===== src/rtl/lc3_control_fsm.sv =====
// lc3_control_fsm
//   Multi-cycle LC-3 control unit. Sequences fetch / decode / execute and
//   decodes every datapath control pin from the current state, IR and NZP.
//   Memory states wait on memReady and give up into HALT (with memError)
//   after MEM_TIMEOUT cycles; MEM_TIMEOUT = 0 waits forever.
//
// Ports
//   clk, reset        rising-edge clock, asynchronous active-low reset
//   IR, N, Z, P       instruction register and condition codes from datapath
//   memReady          memory finished the current access this cycle
//   aluControl        0 ADD, 1 AND, 2 NOT, 3 PASS A
//   enaALU/MARM/MDR/PC  bus drivers (at most one high per state)
//   selMAR, selEAB1, selEAB2, selPC, selMDR  datapath mux selects
//   ldPC, ldIR, ldMAR, ldMDR                 register loads
//   SR0, SR1, DR      register-file addresses
//   regWE, memWE      register-file / memory write enables
//   halted, memError  HALT state, and HALT reached through a timeout
module lc3_control_fsm #(
    parameter int MEM_TIMEOUT = 15
) (
    input  logic        clk,
    input  logic        reset,
    input  logic [15:0] IR,
    input  logic        N,
    input  logic        Z,
    input  logic        P,
    input  logic        memReady,
    output logic [1:0]  aluControl,
    output logic        enaALU,
    output logic        enaMARM,
    output logic        enaMDR,
    output logic        enaPC,
    output logic        selMAR,
    output logic        selEAB1,
    output logic [1:0]  selEAB2,
    output logic [1:0]  selPC,
    output logic        ldPC,
    output logic        ldIR,
    output logic        ldMAR,
    output logic        ldMDR,
    output logic        selMDR,
    output logic [2:0]  SR0,
    output logic [2:0]  SR1,
    output logic [2:0]  DR,
    output logic        regWE,
    output logic        memWE,
    output logic        halted,
    output logic        memError
);

    localparam logic [3:0] S_RST  = 4'd0;
    localparam logic [3:0] S_F1   = 4'd1;
    localparam logic [3:0] S_F2   = 4'd2;
    localparam logic [3:0] S_F3   = 4'd3;
    localparam logic [3:0] S_DEC  = 4'd4;
    localparam logic [3:0] S_EXA  = 4'd5;
    localparam logic [3:0] S_BR   = 4'd6;
    localparam logic [3:0] S_JMP  = 4'd7;
    localparam logic [3:0] S_LEA  = 4'd8;
    localparam logic [3:0] S_LD1  = 4'd9;
    localparam logic [3:0] S_LD2  = 4'd10;
    localparam logic [3:0] S_LD3  = 4'd11;
    localparam logic [3:0] S_ST1  = 4'd12;
    localparam logic [3:0] S_ST2  = 4'd13;
    localparam logic [3:0] S_ST3  = 4'd14;
    localparam logic [3:0] S_HALT = 4'd15;

    localparam logic [8:0] TIMEOUT = 9'(MEM_TIMEOUT);

    logic [3:0] state, state_next;
    logic [7:0] wait_cnt, wait_cnt_next;
    logic       mem_error_q;
    logic       in_wait, timeout_hit, br_taken;
    logic [3:0] opcode;
    logic       unused_ir;

    assign opcode    = IR[15:12];
    assign unused_ir = ^IR[5:3];
    assign br_taken  = (IR[11] & N) | (IR[10] & Z) | (IR[9] & P);

    // The counter is held at zero outside the wait states, so it is
    // already clear on entry to F2, LD2 or ST3. memReady wins over a
    // timeout reached in the same cycle.
    always_comb begin
        in_wait       = (state == S_F2) || (state == S_LD2) || (state == S_ST3);
        timeout_hit   = in_wait && !memReady && (MEM_TIMEOUT != 0) &&
                        (({1'b0, wait_cnt} + 9'd1) == TIMEOUT);
        wait_cnt_next = (in_wait && !memReady) ? wait_cnt + 8'd1 : '0;
    end

    always_comb begin
        state_next = state;
        case (state)
            S_RST:  state_next = S_F1;
            S_F1:   state_next = S_F2;
            S_F2:   state_next = timeout_hit ? S_HALT : (memReady ? S_F3 : S_F2);
            S_F3:   state_next = S_DEC;
            S_DEC: begin
                case (opcode)
                    4'b0001, 4'b0101, 4'b1001: state_next = S_EXA;
                    4'b0000:                   state_next = S_BR;
                    4'b1100:                   state_next = S_JMP;
                    4'b0010, 4'b0110:          state_next = S_LD1;
                    4'b0011, 4'b0111:          state_next = S_ST1;
                    4'b1110:                   state_next = S_LEA;
                    4'b1111:                   state_next = S_HALT;
                    default:                   state_next = S_F1;
                endcase
            end
            S_EXA, S_BR, S_JMP, S_LEA, S_LD3: state_next = S_F1;
            S_LD1:  state_next = S_LD2;
            S_LD2:  state_next = timeout_hit ? S_HALT : (memReady ? S_LD3 : S_LD2);
            S_ST1:  state_next = S_ST2;
            S_ST2:  state_next = S_ST3;
            S_ST3:  state_next = timeout_hit ? S_HALT : (memReady ? S_F1 : S_ST3);
            S_HALT: state_next = S_HALT;
            default: state_next = S_RST;
        endcase
    end

    always_ff @(posedge clk or negedge reset) begin
        if (!reset) begin
            state       <= S_RST;
            wait_cnt    <= '0;
            mem_error_q <= 1'b0;
        end else begin
            state    <= state_next;
            wait_cnt <= wait_cnt_next;
            if (timeout_hit)
                mem_error_q <= 1'b1;
        end
    end

    always_comb begin
        aluControl = 2'd0;
        enaALU     = 1'b0;
        enaMARM    = 1'b0;
        enaMDR     = 1'b0;
        enaPC      = 1'b0;
        selMAR     = 1'b0;
        selEAB1    = 1'b0;
        selEAB2    = 2'd0;
        selPC      = 2'd0;
        ldPC       = 1'b0;
        ldIR       = 1'b0;
        ldMAR      = 1'b0;
        ldMDR      = 1'b0;
        selMDR     = 1'b0;
        SR0        = 3'd0;
        SR1        = 3'd0;
        DR         = 3'd0;
        regWE      = 1'b0;
        memWE      = 1'b0;
        halted     = 1'b0;
        memError   = 1'b0;
        case (state)
            S_F1: begin
                enaPC = 1'b1;
                ldMAR = 1'b1;
                ldPC  = 1'b1;
            end
            S_F2, S_LD2: begin
                selMDR = 1'b1;
                ldMDR  = memReady;
            end
            S_F3: begin
                enaMDR = 1'b1;
                ldIR   = 1'b1;
            end
            S_EXA: begin
                SR0    = IR[8:6];
                SR1    = IR[2:0];
                DR     = IR[11:9];
                enaALU = 1'b1;
                regWE  = 1'b1;
                case (opcode)
                    4'b0101: aluControl = 2'd1;
                    4'b1001: aluControl = 2'd2;
                    default: aluControl = 2'd0;
                endcase
            end
            S_BR: begin
                if (br_taken) begin
                    ldPC    = 1'b1;
                    selPC   = 2'd1;
                    selEAB2 = 2'd2;
                end
            end
            S_JMP: begin
                SR0        = IR[8:6];
                aluControl = 2'd3;
                enaALU     = 1'b1;
                ldPC       = 1'b1;
                selPC      = 2'd2;
            end
            S_LEA: begin
                DR      = IR[11:9];
                selEAB2 = 2'd2;
                enaMARM = 1'b1;
                regWE   = 1'b1;
            end
            S_LD1, S_ST1: begin
                enaMARM = 1'b1;
                ldMAR   = 1'b1;
                // IR[14] separates base-relative LDR/STR from PC-relative LD/ST
                if (IR[14]) begin
                    selEAB1 = 1'b1;
                    selEAB2 = 2'd1;
                    SR0     = IR[8:6];
                end else begin
                    selEAB2 = 2'd2;
                end
            end
            S_LD3: begin
                enaMDR = 1'b1;
                DR     = IR[11:9];
                regWE  = 1'b1;
            end
            S_ST2: begin
                SR0        = IR[11:9];
                aluControl = 2'd3;
                enaALU     = 1'b1;
                ldMDR      = 1'b1;
            end
            S_ST3: memWE = 1'b1;
            S_HALT: begin
                halted   = 1'b1;
                memError = mem_error_q;
            end
            default: ;
        endcase
    end

endmodule

===== config.mk =====
export PLATFORM = sky130hd
export DESIGN_NAME = lc3_control_fsm
export DESIGN_NICKNAME = d
export VERILOG_FILES = /design/src/rtl/lc3_control_fsm.sv
export SDC_FILE = /design/constraint.sdc
export NUM_CORES = 1
export LEC_CHECK = 0
export BUFFER_PORTS_ARGS = -buffer_cell sky130_fd_sc_hd__buf_2
export CAP_MARGIN = 0
export CORE_MARGIN = 2
export CORE_UTILIZATION = 48
export DETAILED_ROUTE_END_ITERATION = 10
export PLACE_DENSITY = 0.87
export SLEW_MARGIN = 10
export SYNTH_ARGS = -nofsm -noshare
export SYNTH_HDL_FRONTEND = slang
export SYNTH_SLANG_ARGS = --single-unit

===== constraint.sdc =====
create_clock -name clk -period 1.77 [get_ports clk]
set_input_delay 0.0885 -clock clk [delete_from_list [all_inputs] [get_ports clk]]
set_output_delay 0.0885 -clock clk [all_outputs]
set_load 0.01 [all_outputs]

# Word level (Yosys, flattened, before mapping)
# Memories as Yosys holds them, arrays and structs flattened.
# Index checks and enable logic that the tools add are counted.
# op_classes
add_sub_neg,2
n_eq_ne,18
muxes,35
bitwise_logic,5
reduce_logical,17
# ops
cell,count
$pmux 4 s11,1
$eq 4x4->1 const B,9
$eq 4x3->1 const B,5
$mux 1,17
$mux 3,4
$mux 4,3
$pmux 2 s2,3
$reduce_or 2->1,6
$reduce_or 3->1,4
$add 8x1->9 const B,1
$eq 9x4->1 const B,1
$pmux 3 s3,1
$add 8x1->8 const B,1
$eq 4x2->1 const B,2
$mux 8,1
$pmux 2 s3,1
$reduce_or 6->1,1
$eq 4x1->1 const B,1
$logic_not 4->1,1
$mux 2,2
$pmux 1 s2,2
$and 1x1->1,3
$logic_and 1x1->1,2
$logic_or 1x1->1,2
other kinds (2),3
# totals
reg_bits,13
mem_bits_ro,64
out_inout_bits,30
elab_cells,81
n_memories,1
# memory_table
name,words,word_bits,read_ports,rd_ports_with_merged_regs,write_ports,line_no,source
(name not given),16,4,1,0,0,99,case (opcode)

# Logic depth before layout (Yosys ltp)
# depth
ltp_word,7
depth_mapped,7

# Worst setup path before layout
# No wires, ideal clock.
# synth_timing
path_kind,register -> register
from,register state[2]
to,register state[3]
setup_ns,0.103
arrival_time_ns,1.526
slack_ns,0.141
stages_incl_launch_ff,8
path_cell_list,dfrtp_1 buf_6 nor2b_4 or3_1 buf_6 nor2_8 o2111ai_4 o41ai_2
# synth_between
elab_chain_cells,7
# synth_rtl
element,line_no,source
"start, declared",70,"logic [3:0] state, state_next;"
"start signal, assigned",127,state <= state_next;
$eq 4x2->1 / $eq 4x4->1 (equally long branches),"85, 93",
$logic_or 1x1->1 (2 in a row),85,in_wait = (state == S_F2) || (state == S_LD2) || (state == S_ST3);
$logic_and 1x1->1 (2 in a row),86,timeout_hit = in_wait && !memReady && (MEM_TIMEOUT != 0) &&
$mux 4 (on tied branches),"115, 96",
$pmux 4 s11 *,93,case (state)
via state_next[3],70,
# The timed path passes the listed nets; every way through them passes the cells marked *.
# A chain may end at the register's enable or synchronous reset.

# Worst setup path after layout
# layout_timing
from,register state[0]
to,output port SR0[1]
# layout_between
elab_chain_cells,3
# layout_rtl
element,line_no,source
$eq 4x4->1 / $eq 4x3->1 (equally long branches),156,case (state)
$reduce_or 2->1,-,
$pmux 3 s3 *,156,
"end, declared",42,"output logic [2:0] SR0,"
# Mark *: on every way between the ends. The rest lies on a longest branch, timed or not.

==> metrics.txt <==
final slew viol count 0; critical path arrival 1.59 ns; fin crit share 0.9496; Mapped Area 1257 µm²; slowest cell delay on critical path 0.40 ns; Worst-Skew Late Latency 0.28 ns; switch share 0.4950; Combinational Power Share 0.695; top-level I/O count 52; Reg2Reg Depth 5; cell family with most CP delay flip-flops; Switching Power 0.9259 mW; CP Capture Type output port; # DRC 0; worst hold slack 0.2132 ns; status completed; ranking of synthesized cells by area dfrtp_1 26%, nor2_1 8.1%, ha_1 6.0%; Clk pwr share 0.098; top-count cell post-synth nor2_1; Via density 5.537; first-pass GRT wire length 4795 µm; number of flops mapped to enable cells by yosys 0; crit path max fanout 18; Int Power 0.9447 mW; required time of the critical path 1.68 ns; nets 241; largest net degree at the start of global routing 19; Synth top area share 0.2587; FILL cells 190; clock sinks 13; initial core utilization 0.5076; cell accounting for the most synthesized area dfrtp_1; remaining global-route overflow 0; leakage 0.8566 nW; post-synthesis sequential area ratio 0.2587; Peak Freq 595.0 MHz; via count 1340; YS warnings 0; post-synthesis area per instance 7.859 µm²; Max-Cap Viols 0; Row Count 18; Worst Path Class, Setup flip-flop to output port; crit path time final 1.681 ns; H-tree levels 1; routed len/inst 13.70 µm; cell area after layout 1638 µm²; IO Port Bufs 47; CP Cell Sequence buf_6 -> xor2_1 -> nand2_1 -> o22ai_4 -> a22o_1 -> buf_2; crit start category flip-flop; Placer Congestion 0.8928; R2R Path Start state[2]; drt total wl 3316 µm; Worst slew margin 0.6024; die width 55.19 µm; Max IR drop VDD 0.001128 V; full die area 3045 µm²; PwrDens 1142 nW/µm²; Post-synth top cells 27 x nor2_1, 14 x nand2_1, 13 x dfrtp_1; final setup fails 0; TritonRoute pass-1 iters 4; worst hold path class input pin to asynchronous set/reset pin; GRT Total Usage 0.2182; Reg clk slew, reported paths 0.08 ns; #FFs+latches synth 13; clk_skew 0.009603 ns; DRT iter0 DRCs 37; vias in the first global route 1161; post-route ant nets 0; Max Root-Sink Buffers 2; CTS Buf Count 3; Die H 55.19 µm; final hold violation count 0; reg2reg end state[3]; share of layout cells above drive strength 1 0.3821; syn nets 188; root buf cell clkbuf_4; Async S/R FF share, synth 1.000; DP HPWL 2410 µm; synthesized instance count 160; top_reg_cell synth dfrtp_1; P&R area growth vs syn 30.25%; Placed Instance Area 1539 µm²; Tightest Pin Transition 0.5963 ns; post-synth cell types 46; CP max-delay cell dfrtp_1; Crit path buffers/inverters 2; TritonCTS clock tree yes; antenna cells 0; sequential share of power 0.207; setup slack, reg-to-reg 0.15 ns; initial antenna violation count 0; core area 2477 µm²
worst register-to-register path, delay by kind of cell, from the launching register on:
family / cells / cell delay (ns)
flops: 1 / 0.40
simple gates: 3 / 0.73
compound gates: 2 / 0.39
power by group through the flow:
stage / Clock (mW) / Combinational, mW / Sequential (mW)
5_1_grt: 0.201 / 1.41 / 0.392
3_3_place_gp: 0 / 1.13 / 0.386
2_1_floorplan: 0 / 0.801 / 0.391
3_5_place_dp: 0 / 1.15 / 0.389
6_report: 0.183 / 1.30 / 0.388
4_1_cts: 0.195 / 1.17 / 0.383
flip-flops by register name, indices dropped and copies added (netlist names):
name         cells
state            4
mem_error_q      1
wait_cnt         8
per-stage QoR:
step | std cells | power (mW) | setup TNS [ns] | setup WS [ns] | utilization
final | 242 | 1.871 | 0 | 0.08925 | 0.6611
after global routing | 242 | 2.003 | -0.03362 | -0.03072 | 0.6611
after CTS | 241 | 1.748 | 0 | 0.01898 | 0.6384
after detailed placement | 236 | 1.539 | 0 | 0.08688 | 0.6212
after global placement | 236 | 1.518 | 0 | 0.1765 | 0.6212
after floorplan | 160 | 1.192 | 0 | 0.1410 | -
per-layer routing:
layer | global-route usage | vias up | wire length, µm | part of all wire
li1 | - | 657 | - | -
met1 | 0.2583 | 598 | 1363 | 0.41
met2 | 0.3948 | 79 | 1644 | 0.50
met3 | 0.01882 | 6 | 251 | 0.076
met4 | 0.1016 | 0 | 57 | 0.017
met5 | 0 | - | 0 | 0
final cells by class:
type                       instances  area [µm²]  area share
clock buffer                       4       26.28     0.01604
inverter                          10       37.54     0.02292
multi-input combinational        126       874.6      0.5340
sequential                        13       326.6      0.1994
tap                               30       37.54     0.02292
timing repair buffer              59       335.3      0.2047
cells in the final DEF, fill, tap and decap left out, types with 2 or more instances in the layout:
cell type / netlist / final
o21bai_1: 3 / 3
clkbuf_4: 0 / 3
nand2_2: 0 / 2
nand2_1: 14 / 12
o31ai_1: 2 / 2
nand3_1: 4 / 4
xnor2_1: 2 / 2
ha_1: 6 / 6
nand3b_1: 2 / 2
xor2_1: 5 / 5
inv_2: 0 / 2
nor2_1: 27 / 26
o221ai_1: 2 / 2
inv_1: 10 / 8
buf_6: 2 / 2
o21ai_0: 4 / 4
nand2b_1: 2 / 2
nor2b_1: 4 / 4
or2_2: 4 / 4
and3_1: 5 / 5
dfrtp_1: 13 / 12
buf_2: 2 / 47
a31oi_1: 3 / 3
a22o_1: 3 / 3
a21oi_1: 11 / 10
a211oi_1: 2 / 2
buf_4: 2 / 9
cell families after synthesis:
group,Yosys count,synth area share
AO/OA/AOI/OAI,38,0.2229
other,1,0.002982
buffers and inverters,21,0.08258
adder cells (fa/ha/maj),7,0.06766
AND/OR/NAND/NOR,72,0.2985
flip-flops,13,0.2587
XOR/XNOR,7,0.04876
multiplexers,1,0.01791
worst max-delay path by stage:
stage / startpoint / to / slack, ns / depth (start not counted)
4_1_cts: state[1] / SR0[1] / 0.02 / 6
3_3_place_gp: wait_cnt[4] / state[3] / 0.18 / 5
3_5_place_dp: wait_cnt[4] / state[3] / 0.09 / 5
5_1_grt: state[1] / DR[0] / -0.03 / 6
6_report: state[0] / SR0[1] / 0.09 / 6
2_1_floorplan: state[2] / state[3] / 0.14 / 7
timing repair:
item,in CTS,in global routing
setup endpoints to repair,3,11
pin swaps,0,1
endpoints found under the hold margin,13,0
resized for setup,1,14
hold buffers,1,0
setup buffers,0,1
(Power assumes the default switching activity.)
